## src/rtl/gpio_cfg_loader.sv

```systemverilog
// -----------------------------------------------------------------------------
// gpio_cfg_loader
//
// Holds one MODE_W-bit mode word per user GPIO pad and, on request, shifts the
// whole set serially into the pad-control chain. After the last bit it pulses
// serial_load so the chain latches the new configuration.
//
// Bit order on serial_data: bit MODE_W-1 of pad NUM_IO-1 goes out first and
// bit 0 of pad 0 goes out last. Each pad word is sent MSB-first, starting with
// the highest pad.
//
// Optional build macro:
//   GPIO_CFG_AUTOLOAD_EN - the first clk edge after rst_n is released acts as
//                          an internal start, so the RESET_MODE image reaches
//                          the pads without any software action.
//
// Ports:
//   clk          in   system clock, rising edge
//   rst_n        in   asynchronous active-low reset. Release is expected to
//                     be synchronised to clk by the reset network.
//   wr_en        in   write strobe into the mode register file
//   wr_addr      in   pad index for the write
//   wr_data      in   mode word for the write
//   wr_err       out  one-cycle pulse: the write was rejected (busy or bad index)
//   start        in   single-cycle request for a chain load
//   busy         out  a load is in progress
//   done         out  one-cycle pulse: the load is complete
//   serial_clock out  chain shift clock
//   serial_data  out  chain data. It changes only while serial_clock is low.
//   serial_load  out  chain latch strobe, CLK_DIV cycles wide
//
// All outputs come straight from flops. They therefore follow the sequencer
// state with one cycle of latency.
// -----------------------------------------------------------------------------
module gpio_cfg_loader #(
    parameter int                NUM_IO     = 12,
    parameter int                MODE_W     = 12,
    parameter int                CLK_DIV    = 4,
    parameter logic [MODE_W-1:0] RESET_MODE = 12'h4C1
) (
    input  logic                      clk,
    input  logic                      rst_n,
    input  logic                      wr_en,
    input  logic [$clog2(NUM_IO)-1:0] wr_addr,
    input  logic [MODE_W-1:0]         wr_data,
    output logic                      wr_err,
    input  logic                      start,
    output logic                      busy,
    output logic                      done,
    output logic                      serial_clock,
    output logic                      serial_data,
    output logic                      serial_load
);

    // -------------------------------------------------------------------------
    // Derived sizes and constants
    // -------------------------------------------------------------------------
    localparam int AW    = $clog2(NUM_IO);
    localparam int TOTAL = NUM_IO * MODE_W;
    localparam int BIT_W = $clog2(TOTAL + 1);
    localparam int DIV_W = $clog2(CLK_DIV + 1);

    localparam logic [BIT_W-1:0] BIT_TOTAL = BIT_W'(TOTAL);
    localparam logic [DIV_W-1:0] DIV_LAST  = DIV_W'(CLK_DIV - 1);
    localparam logic [AW:0]      NUM_IO_L  = (AW + 1)'(NUM_IO);

    // Sequencer states
    localparam logic [2:0] ST_IDLE  = 3'd0;
    localparam logic [2:0] ST_SH_LO = 3'd1;
    localparam logic [2:0] ST_SH_HI = 3'd2;
    localparam logic [2:0] ST_LOAD  = 3'd3;
    localparam logic [2:0] ST_DONE  = 3'd4;

    // -------------------------------------------------------------------------
    // Storage
    // -------------------------------------------------------------------------
    logic [MODE_W-1:0] mode_r [NUM_IO];
    logic [TOTAL-1:0]  shift_r;
    logic [2:0]        state_r;
    logic [DIV_W-1:0]  div_cnt_r;
    logic [BIT_W-1:0]  bit_cnt_r;

    logic              wr_err_r;
    logic              busy_r;
    logic              done_r;
    logic              serial_clock_r;
    logic              serial_data_r;
    logic              serial_load_r;

    // Next-state and helper signals
    logic [TOTAL-1:0]  image_s;
    logic [TOTAL-1:0]  shift_s;
    logic [2:0]        state_s;
    logic [DIV_W-1:0]  div_cnt_s;
    logic [BIT_W-1:0]  bit_cnt_s;
    logic [BIT_W-1:0]  bit_cnt_inc_s;
    logic              phase_end_s;
    logic              addr_ok_s;
    logic              wr_ok_s;
    logic              start_s;

    // -------------------------------------------------------------------------
    // Start source: external pulse, optionally merged with a one-shot request
    // that fires on the first edge after reset release.
    // -------------------------------------------------------------------------
`ifdef GPIO_CFG_AUTOLOAD_EN
    logic auto_pend_r;

    // One-shot internal start, armed by reset and consumed on the first edge
    always_ff @(posedge clk or negedge rst_n) begin
        if (!rst_n) begin
            auto_pend_r <= 1'b1;
        end else begin
            auto_pend_r <= 1'b0;
        end
    end

    assign start_s = start | auto_pend_r;
`else
    assign start_s = start;
`endif

    // -------------------------------------------------------------------------
    // Write qualification: only accepted while idle and for an existing pad
    // -------------------------------------------------------------------------
    assign addr_ok_s = ({1'b0, wr_addr} < NUM_IO_L);
    assign wr_ok_s   = wr_en && (state_r == ST_IDLE) && addr_ok_s;

    // Flatten the register file into the chain image, highest pad in the MSBs
    always_comb begin
        image_s = {TOTAL{1'b0}};
        for (int p = 0; p < NUM_IO; p++) begin
            image_s[p*MODE_W +: MODE_W] = mode_r[p];
        end
    end

    assign phase_end_s   = (div_cnt_r == DIV_LAST);
    assign bit_cnt_inc_s = bit_cnt_r + BIT_W'(1);

    // Sequencer next-state, divider, bit counter and shift register
    always_comb begin
        state_s   = state_r;
        div_cnt_s = div_cnt_r;
        bit_cnt_s = bit_cnt_r;
        shift_s   = shift_r;
        case (state_r)
            ST_IDLE: begin
                div_cnt_s = {DIV_W{1'b0}};
                bit_cnt_s = {BIT_W{1'b0}};
                if (start_s) begin
                    // A write in this same cycle lands in mode_r but not in
                    // this snapshot, because image_s still shows the old file.
                    state_s = ST_SH_LO;
                    shift_s = image_s;
                end else begin
                    state_s = ST_IDLE;
                end
            end
            ST_SH_LO: begin
                if (phase_end_s) begin
                    div_cnt_s = {DIV_W{1'b0}};
                    state_s   = ST_SH_HI;
                end else begin
                    div_cnt_s = div_cnt_r + DIV_W'(1);
                end
            end
            ST_SH_HI: begin
                if (phase_end_s) begin
                    div_cnt_s = {DIV_W{1'b0}};
                    bit_cnt_s = bit_cnt_inc_s;
                    // Advance to the next bit only once the high phase is
                    // over, so data stays put while serial_clock is high.
                    shift_s   = {shift_r[TOTAL-2:0], 1'b0};
                    if (bit_cnt_inc_s < BIT_TOTAL) begin
                        state_s = ST_SH_LO;
                    end else begin
                        state_s = ST_LOAD;
                    end
                end else begin
                    div_cnt_s = div_cnt_r + DIV_W'(1);
                end
            end
            ST_LOAD: begin
                if (phase_end_s) begin
                    div_cnt_s = {DIV_W{1'b0}};
                    state_s   = ST_DONE;
                end else begin
                    div_cnt_s = div_cnt_r + DIV_W'(1);
                end
            end
            ST_DONE: begin
                div_cnt_s = {DIV_W{1'b0}};
                bit_cnt_s = {BIT_W{1'b0}};
                state_s   = ST_IDLE;
            end
            default: begin
                div_cnt_s = {DIV_W{1'b0}};
                bit_cnt_s = {BIT_W{1'b0}};
                state_s   = ST_IDLE;
            end
        endcase
    end

    // Sequencer and shift-path state registers
    always_ff @(posedge clk or negedge rst_n) begin
        if (!rst_n) begin
            state_r   <= ST_IDLE;
            div_cnt_r <= {DIV_W{1'b0}};
            bit_cnt_r <= {BIT_W{1'b0}};
            shift_r   <= {TOTAL{1'b0}};
        end else begin
            state_r   <= state_s;
            div_cnt_r <= div_cnt_s;
            bit_cnt_r <= bit_cnt_s;
            shift_r   <= shift_s;
        end
    end

    // Mode register file: every pad returns to RESET_MODE on reset
    always_ff @(posedge clk or negedge rst_n) begin
        if (!rst_n) begin
            for (int p = 0; p < NUM_IO; p++) begin
                mode_r[p] <= RESET_MODE;
            end
        end else begin
            if (wr_ok_s) begin
                mode_r[wr_addr] <= wr_data;
            end else begin
                mode_r <= mode_r;
            end
        end
    end

    // Registered outputs decoded from the current state
    always_ff @(posedge clk or negedge rst_n) begin
        if (!rst_n) begin
            wr_err_r       <= 1'b0;
            busy_r         <= 1'b0;
            done_r         <= 1'b0;
            serial_clock_r <= 1'b0;
            serial_data_r  <= 1'b0;
            serial_load_r  <= 1'b0;
        end else begin
            wr_err_r       <= wr_en && !wr_ok_s;
            busy_r         <= (state_r == ST_SH_LO) || (state_r == ST_SH_HI) ||
                              (state_r == ST_LOAD);
            done_r         <= (state_r == ST_DONE);
            serial_clock_r <= (state_r == ST_SH_HI);
            serial_load_r  <= (state_r == ST_LOAD);
            if ((state_r == ST_SH_LO) || (state_r == ST_SH_HI)) begin
                serial_data_r <= shift_r[TOTAL-1];
            end else begin
                serial_data_r <= 1'b0;
            end
        end
    end

    assign wr_err       = wr_err_r;
    assign busy         = busy_r;
    assign done         = done_r;
    assign serial_clock = serial_clock_r;
    assign serial_data  = serial_data_r;
    assign serial_load  = serial_load_r;

endmodule

```

## config.mk

```make
export PLATFORM = sky130hd
export DESIGN_NAME = gpio_cfg_loader
export DESIGN_NICKNAME = d
export VERILOG_FILES = /design/src/rtl/gpio_cfg_loader.sv
export SDC_FILE = /design/constraint.sdc
export NUM_CORES = 1
export LEC_CHECK = 0
export CAP_MARGIN = 25
export CORE_ASPECT_RATIO = 1.2
export CORE_MARGIN = 2
export CORE_UTILIZATION = 35
export CTS_CLUSTER_SIZE = 30
export DETAILED_ROUTE_END_ITERATION = 10
export PLACE_DENSITY_LB_ADDON = 0.1
export REMOVE_ABC_BUFFERS = 1
export SYNTH_ARGS = -nofsm -noshare
export SYNTH_HDL_FRONTEND = slang
export SYNTH_SLANG_ARGS = --single-unit
export TNS_END_PERCENT = 5
```

## constraint.sdc

```tcl
create_clock -name clk -period 3.5 [get_ports clk]
set_input_delay 0.7 -clock clk [delete_from_list [all_inputs] [get_ports clk]]
set_output_delay 0.7 -clock clk [all_outputs]
set_load 0.005 [all_outputs]
```

==> flow_summary.ini, run 1 <==
[floorplan]
start_util_pct = 35.50
die-area_sq_mm = 0.03900
die_width_um = 180.6
ios = 26
core_sq_mm = 0.03690
die_h_um = 215.9
rows = 77

[clocking]
clock-sinks = 308
h-tree-depth = 2
clock_path_buffers = 3
cts-hold-fix-buffers = 0
insertion_delay_ps = 530
cts_tree = yes
cts-root-buf = clkbuf_16
postCtsSetupRepairBufs = 0
cts.clk_slew.worst_paths_ps = 60
cts_buffers = 36
post_cts_resized = 0

[drt]
antenna_left = 0
route.vias.total = 7647
dr.pass1.iters = 4
first_iter_violations = 469
wl_per_cell_um = 18.56
drc = 0
wirelength_um = 29030
vias_per_cell = 4.889

[grt]
antenna_found_initial = 0
grt_overflow_total = 0
grt_first_pass_wirelength_um = 47210
grt_max_degree = 81
track_usage_pct = 15.45
grt_pass1_vias = 8168

[synthesis]
synth.avg_cell_area_sq_um = 12.56
synth-seq-area-share_pct = 59.30
syn_area_sq_mm = 0.01310
async_flop_share_pct = 100.0
ys_ff_latch = 308
ys.flop_type = dfrtp_1
synth.distinct_cells = 45
yosys_warnings = 0
syn_inst = 1043
synth_edf_count = 0

[sta]
worst_slew_margin_rel_pct = 26.85
drv_slew = 0
setup_viol_count_final = 0
fin_crit_sh_pct = 72.63
skew_ps = 11.54
finalHoldViolations = 0
worst_pin_slew_ps = 1094
holdWs_ps = 169.2
setup_ws_ps = 958.1
min_period_ps = 2542
fmax_mhz = 393.4
rsz0062_at_grt = no

[power]
vdd_ir_drop_max_mv = 0.3348
powerDensity_mw_per_mm2 = 487.0
p_leak_uw = 0.006312

[critical_path]
critPathMaxFanout = 12
critical_path_class = input port to register
crit_cells = 5
cp_slowest_stage_delay_ps = 540
worstSetupEndpointType = register
worstPathRequired_ps = 3900
arrival_ps = 2950
critPathLaunchType = input port
critical-path-top-delay-family = simple AND/OR/NAND/NOR gates
path_cells = clkdlybuf4s50_1 > or4b_4 > nor3b_2 > and2b_1 > mux2_2
reg2regPathDepth = 4
worst_path_max_delay_cell = and2b_1
path_buf_inv = 1

[layout]
fin_nets = 1085
utilization_pct = 40.66
final_cell_area_sq_mm = 0.01500
area_growth_pct = 14.55
diodes = 0
layout-drive-gt1-share_pct = 25.96

[placement]
dpl_cell_area_sq_mm = 0.01391
dpl.hpwl_um = 16580
place_ws_ps = 435.0
port_buffers = 25
place_congestion = 0.7295

[worst_hold_path]
hp-class = input port to async pin

[flow_run]
maxCapViolCount = 0

[status]
outcome = completed
==> report_power, final <==
group          leakage (uW)  switching [uW]  internal, uW
logic               0.00168             148          54.4
registers           0.00410            7.73          3590
clock network      0.000535            1440          2070
total               0.00631            1590          5710
==> cells by family (layout without fill, tap and decap cells) <==
logic type | count (synthesis) | after routing | share of synthesized area, %
multiplexers | 289 | 289 | 23.76
adder cells (fa/ha/maj) | 2 | 2 | 0.1910
buffers and inverters | 75 | 122 | 3.114
AND/OR/NAND/NOR | 200 | 200 | 6.839
flip-flops | 308 | 308 | 59.30
AO/OA/AOI/OAI | 164 | 164 | 6.467
XOR/XNOR | 5 | 5 | 0.3344
==> worst reg2reg max path, delay by kind of cell (launching register included) <==
family,cells,cell delay (ps)
mux,1,400
flops,1,480
simple gates,3,1440
==> per-layer routing <==
metal / routed length (um) / vias up / global-route usage [%]
met5: 0 / - / 0
met4: 558 / 0 / 4.328
met3: 808 / 38 / 2.430
met2: 14130 / 77 / 26.18
met1: 13530 / 3858 / 20.52
li1: - / 3674 / -
==> cell usage in the layout (no fill, tap or decap), types with 18 or more instances in the layout <==
cell	instances
dfrtp_1	260
nand2_1	155
o21ai_0	152
mux2i_1	144
mux2_2	135
dfstp_2	48
clkbuf_16	37
clkdlybuf4s50_1	24
buf_4	21
clkbuf_1	18
==> state kept, by name, indices dropped and copies added (netlist names) <==
signal and flops:
serial_clock 1, busy 1, shift_r 144, serial_data 1, done 1, state_r 3
serial_load 1, image_s 144, wr_err 1, div_cnt_r 3, bit_cnt_r 8
==> final cells by class <==
| type | instances | area (sq um) |
|---|---|---|
| well taps | 474 | 593.1 |
| inverters | 1 | 11.26 |
| fillers | 3503 | 21890 |
| clock inverters | 5 | 36.28 |
| clock buffers | 60 | 1062 |
| repair buffers | 56 | 603.1 |
| multi-input cells | 660 | 4931 |
| flip-flops and latches | 308 | 7767 |
==> synthesized netlist by cell type (2+ instances only) <==
cell type	instances	area share, %
mux2i_1	144	11
and2_1	3	0.14
ha_1	2	0.19
mux2_2	135	12
mux2_4	10	1.1
nor2b_1	5	0.24
dfstp_2	48	9.6
clkbuf_1	29	0.83
nand3_1	5	0.19
buf_6	4	0.34
buf_4	2	0.11
nor2_1	8	0.23
dlygate4sd1_1	10	0.67
nor2b_4	2	0.21
nand2_1	156	4.5
dfrtp_1	260	50
a21oi_1	3	0.11
a31oi_1	2	0.096
and2b_1	2	0.11
xnor2_1	3	0.20
o31ai_1	2	0.11
xor2_1	2	0.13
buf_2	18	0.69
nor3_1	3	0.11
and3_1	4	0.19
nor3b_2	2	0.19
o21ai_0	152	5.8
buf_1	10	0.29
==> stage by stage <==
step / power, uW / TNS [ps] / std cells
CTS: 7469 / 0 / 1564
floorplan: 3681 / -294940 / 969
detailed placement: 3868 / 0 / 1499
finish: 7307 / 0 / 1564
global route: 7621 / 0 / 1564
global placement: 3865 / 0 / 1497
==> path summary, 6_finish.rpt <==
check | from | end | slack, ps
max in group asynchronous | rst_n | image_s[103] | 2330
hold / removal | rst_n | shift_r[131] | 170
setup / recovery | wr_en | image_s[89] | 960
min in group clk | div_cnt_r[0] | div_cnt_r[0] | 450
setup reg to reg | state_r[0] | image_s[89] | 1070
hold reg to reg | div_cnt_r[0] | div_cnt_r[0] | 450
(Power assumes the default switching activity.)
==> run 2, diff against run 1 <==
==> constraint.sdc (replaced) <==
create_clock -name clk -period 2.35 [get_ports clk]
set_input_delay 0.47 -clock clk [delete_from_list [all_inputs] [get_ports clk]]
set_output_delay 0.47 -clock clk [all_outputs]
set_load 0.005 [all_outputs]
==> run 2 against run 1 <==
Critical path depth did not move. Power rose by 58%. Die area did not move.
==> flow_summary.ini, run 2 (synthesis results as in run 1) <==
[status]
outcome = completed

[layout]
area_growth_pct = 19.54
fin_nets = 1120
utilization_pct = 42.44
final_cell_area_sq_mm = 0.01566
diodes = 0
final_common_cell = dfrtp_1
layout-drive-gt1-share_pct = 28.84
final_cell_mix = dfrtp_1 (260), nand2_1 (155), o21ai_0 (152)

[critical_path]
cp_slowest_stage_delay_ps = 540
critPathLaunchType = register
worstPathRequired_ps = 2750
reg2reg_slack_ps = 190
r2r-start = state_r[1]
critical-path-top-delay-family = simple AND/OR/NAND/NOR gates
arrival_ps = 2560
worstSetupEndpointType = register
path_buf_inv = 1
path_cells = or4b_4 > or3_4 > nor3_4 > buf_12 > mux2_2
critical_path_class = register to register
critPathMaxFanout = 12
worst_path_max_delay_cell = or4b_4
crit_start = state_r[1]

[power]
powerDensity_mw_per_mm2 = 737.5
p_leak_uw = 0.006639
vdd_ir_drop_max_mv = 0.4866

[clocking]
postCtsSetupRepairBufs = 0
cts_tree = yes
cts-root-buf = clkbuf_16
cts.clk_slew.worst_paths_ps = 60
clock_path_buffers = 3
post_cts_resized = 0
cts_buffers = 37
clock-sinks = 308
insertion_delay_ps = 540
h-tree-depth = 2
cts-hold-fix-buffers = 1

[sta]
skew_ps = 21.58
worst_pin_slew_ps = 660.6
worst_slew_margin_rel_pct = 55.96
setup_viol_count_final = 0
rsz0062_at_grt = no
holdWs_ps = 454.1
fmax_mhz = 462.7
finalHoldViolations = 0
drv_slew = 0
min_period_ps = 2161
fin_crit_sh_pct = 91.96

[floorplan]
start_util_pct = 35.50
core_sq_mm = 0.03690
die-area_sq_mm = 0.03900
ios = 26
die_width_um = 180.6
rows = 77
die_h_um = 215.9

[drt]
wirelength_um = 28910
wl_per_cell_um = 18.05
antenna_left = 0
first_iter_violations = 313
drc = 0
vias_per_cell = 4.904
m1WireLength_um = 13540
wl_met2_um = 14120
dr.pass1.iters = 4
dr.max_layer_used = met4
route.vias.total = 7851
dr_wl_met3_um = 708

[flow_run]
maxCapViolCount = 0

[grt]
grt_overflow_total = 0
track_usage_pct = 15.50
grt_first_pass_wirelength_um = 47800
grt_pass1_vias = 8445
antenna_found_initial = 0
grt_max_degree = 77

[worst_hold_path]
worstHoldStart = div_cnt_r[0]
hp-class = register to register

[placement]
place_congestion = 0.7129
dpl.hpwl_um = 17270
port_buffers = 25
dpl_cell_area_sq_mm = 0.01438
[run 2: stage by stage]
stage	power (uW)	setup TNS (ps)	instances	setup WS (ps)
2_1_floorplan	5483	-470640	969	-3176
3_3_place_gp	5782	-33630	1532	-320.6
3_5_place_dp	5784	-33850	1532	-328.0
4_1_cts	11780	0	1601	161.4
5_1_grt	12020	0	1601	100.7
6_report	11550	0	1601	189.0
[run 2: worst paths after layout]
kind / cells past startpoint / end
setup / recovery: 5 / image_s[11]
hold / removal: 1 / div_cnt_r[0]
setup reg to reg: 5 / image_s[11]
hold reg to reg: 1 / div_cnt_r[0]
max in group asynchronous: 3 / image_s[103]
min in group asynchronous: 2 / image_s[137]
[run 2: routing by layer]
metal,vias to the layer above,global-route usage [%]
met3,38,2.396
met2,73,26.51
met1,3985,20.53
li1,3755,-
met5,-,0
met4,0,4.113
[run 2: report_power, final]
part / total, uW / internal, uW / switching (uW) / leakage, uW
clock network: 5870 / 3640 / 2230 / 0.000621
logic: 323 / 104 / 219 / 0.00192
registers: 5350 / 5340 / 11.4 / 0.00410
total: 11500 / 9080 / 2460 / 0.00664
[run 2: final cells by class]
cell class	instances	area, sq um
Sequential cell	308	7767
Clock inverter	7	136.4
Clock buffer	61	1136
Timing Repair Buffer	90	1084
Inverter	1	11.26
Fill cell	3498	21240
Multi-Input combinational cell	660	4931
Tap cell	474	593.1
==> run 3, diff against run 2 <==
--- a/config.mk
+++ b/config.mk
@@ -11,7 +11,7 @@
 export CORE_UTILIZATION = 35
 export CTS_CLUSTER_SIZE = 30
 export DETAILED_ROUTE_END_ITERATION = 10
-export PLACE_DENSITY_LB_ADDON = 0.1
+export PLACE_DENSITY_LB_ADDON = 0.05
 export REMOVE_ABC_BUFFERS = 1
 export SYNTH_ARGS = -nofsm -noshare
 export SYNTH_HDL_FRONTEND = slang
==> run 3 against run 2 <==
Combinational power decreased by 2%. Clock skew decreased by 10 ps. Sequential power about the same. Wire length increased by 2.8%. Die area unchanged. Count of clock-buffer cells in the layout decreased by 7. Register-to-register slack about the same. Worst hold slack got worse by 11 ps. Non-clock buffer count increased by 2. Clock power decreased by 4.4%. Global-route usage increased by 0.39 points. Critical endpoint is now image_s[95]. Largest cell class unchanged.
==> flow_summary.ini, run 3 (synthesis results as in run 1) <==
[layout]
nFillCells = 3506
fin_nets = 1121
layout-drive-gt1-share_pct = 28.95
final_cell_mix = dfrtp_1 (260), nand2_1 (155), o21ai_0 (152)
fin_cells = 1600
final_common_cell = dfrtp_1
diodes = 0
area_growth_pct = 19.18

[floorplan]
ios = 26
die_width_um = 180.6
rows = 77
start_util_pct = 35.50
die-area_sq_mm = 0.03900
die_h_um = 215.9
core_sq_mm = 0.03690

[power]
p_leak_uw = 0.006629
vdd_ir_drop_max_mv = 0.4316
totalPowerFinal_uw = 11270
powerDensity_mw_per_mm2 = 722.2

[clocking]
cts_buffers = 36
clock-sinks = 308
h-tree-depth = 2
cts_tree = yes
insertion_delay_ps = 520
clock_path_buffers = 3
postCtsSetupRepairBufs = 0
cts-root-buf = clkbuf_16
cts.clk_slew.worst_paths_ps = 50

[sta]
fmax_mhz = 463.2
worst_pin_slew_ps = 558.8
fin_setup_tns_ps = 0
worst_slew_margin_rel_pct = 62.61
finalHoldViolations = 0
drv_slew = 0
rsz0062_at_grt = no
fin_crit_sh_pct = 91.86
setup_viol_count_final = 0
skew_ps = 11.14
holdWs_ps = 443.2
min_period_ps = 2159

[drt]
route.vias.total = 7752
drc = 0
dr.pass1.iters = 4
first_iter_violations = 276
antenna_left = 0
wl_per_cell_um = 18.57
vias_per_cell = 4.845
wirelength_um = 29710

[grt]
grt_max_degree = 87
antenna_found_initial = 0
top_usage_layer = met2
grt_pass1_vias = 8366
met1_usage_pct = 21.77
grt_overflow_total = 0
use_met3_pct = 2.717
grt_first_pass_wirelength_um = 48450
track_usage_pct = 15.89
use_met2_pct = 26.11

[critical_path]
critPathMaxFanout = 12
arrival_ps = 2550
critPathLaunchType = register
worstSetupEndpointType = register
worstPathRequired_ps = 2750
critical_path_class = register to register
r2r-start = state_r[1]
crit_start = state_r[1]

[status]
outcome = completed

[worst_hold_path]
hp-class = register to register
worstHoldStart = div_cnt_r[0]

[flow_run]
maxCapViolCount = 0

[placement]
port_buffers = 25
placed_cells = 1534
dpl.hpwl_um = 17670
place_congestion = 0.7470
[run 3: changes by cell type in the layout (fill, tap and decap cells not counted), moves of 2 or more]
cell	before	now
clkinv_2	1	6
clkinv_8	2	0
clkbuf_8	12	7
clkbuf_1	12	10
[run 3: final cells by class]
class / count / area (sq um) / area share [%]
repair buffers: 92 / 1111 / 7.117
inverters: 1 / 11.26 / 0.07213
clock buffers: 54 / 1060 / 6.789
multi-input cells: 660 / 4931 / 31.59
well taps: 474 / 593.1 / 3.799
flip-flops and latches: 308 / 7767 / 49.76
clock inverters: 11 / 137.6 / 0.8816
[run 3: power breakdown]
part | internal, uW | switching (uW) | leakage, uW
Sequential | 5340 | 11.3 | 0.00410
Clock | 3450 | 2160 | 0.000593
Combinational | 96.2 | 221 | 0.00194
Total | 8890 | 2390 | 0.00663
[run 3: worst paths after layout]
| check | to | slack [ps] | depth (start not counted) |
|---|---|---|---|
| max | image_s[95] | 190 | 6 |
| min | div_cnt_r[0] | 440 | 1 |
| max reg2reg | image_s[95] | 190 | 6 |
| min reg2reg | div_cnt_r[0] | 440 | 1 |
| max in group asynchronous | image_s[142] | 1110 | 3 |
| min in group asynchronous | shift_r[135] | 460 | 2 |
[run 3: worst max-delay path, cell delays in order, from the launching register on]
cell and delay (ps):
dfrtp_1 400, or4b_4 530, buf_4 160, nor3b_2 250, and2b_1 220, buf_12 150, mux2_2 330
[run 3: what timing repair did]
action / CTS / global route
hold buffers: 1 / 0
gates resized for setup: 0 / 0
endpoints found under the hold margin: 34 / 0
[run 3: per-stage QoR]
step / utilization, % / setup slack (ps) / area (sq um)
final: 42.31 / 191.2 / 15610
after global routing: 42.31 / 66.72 / 15610
after CTS: 42.31 / 161.5 / 15610
after detailed placement: 39.04 / -311.6 / 14400
after global placement: 39.04 / -285.4 / 14400
after floorplan: - / -3176 / 12690
[run 3: layer usage]
layer / part of all wire, % / vias up / wire (um)
met1: 48 / 3884 / 14190
met3: 2.7 / 44 / 816
met5: 0 / - / 0
met4: 1.9 / 0 / 563
met2: 48 / 72 / 14130
li1: - / 3752 / -
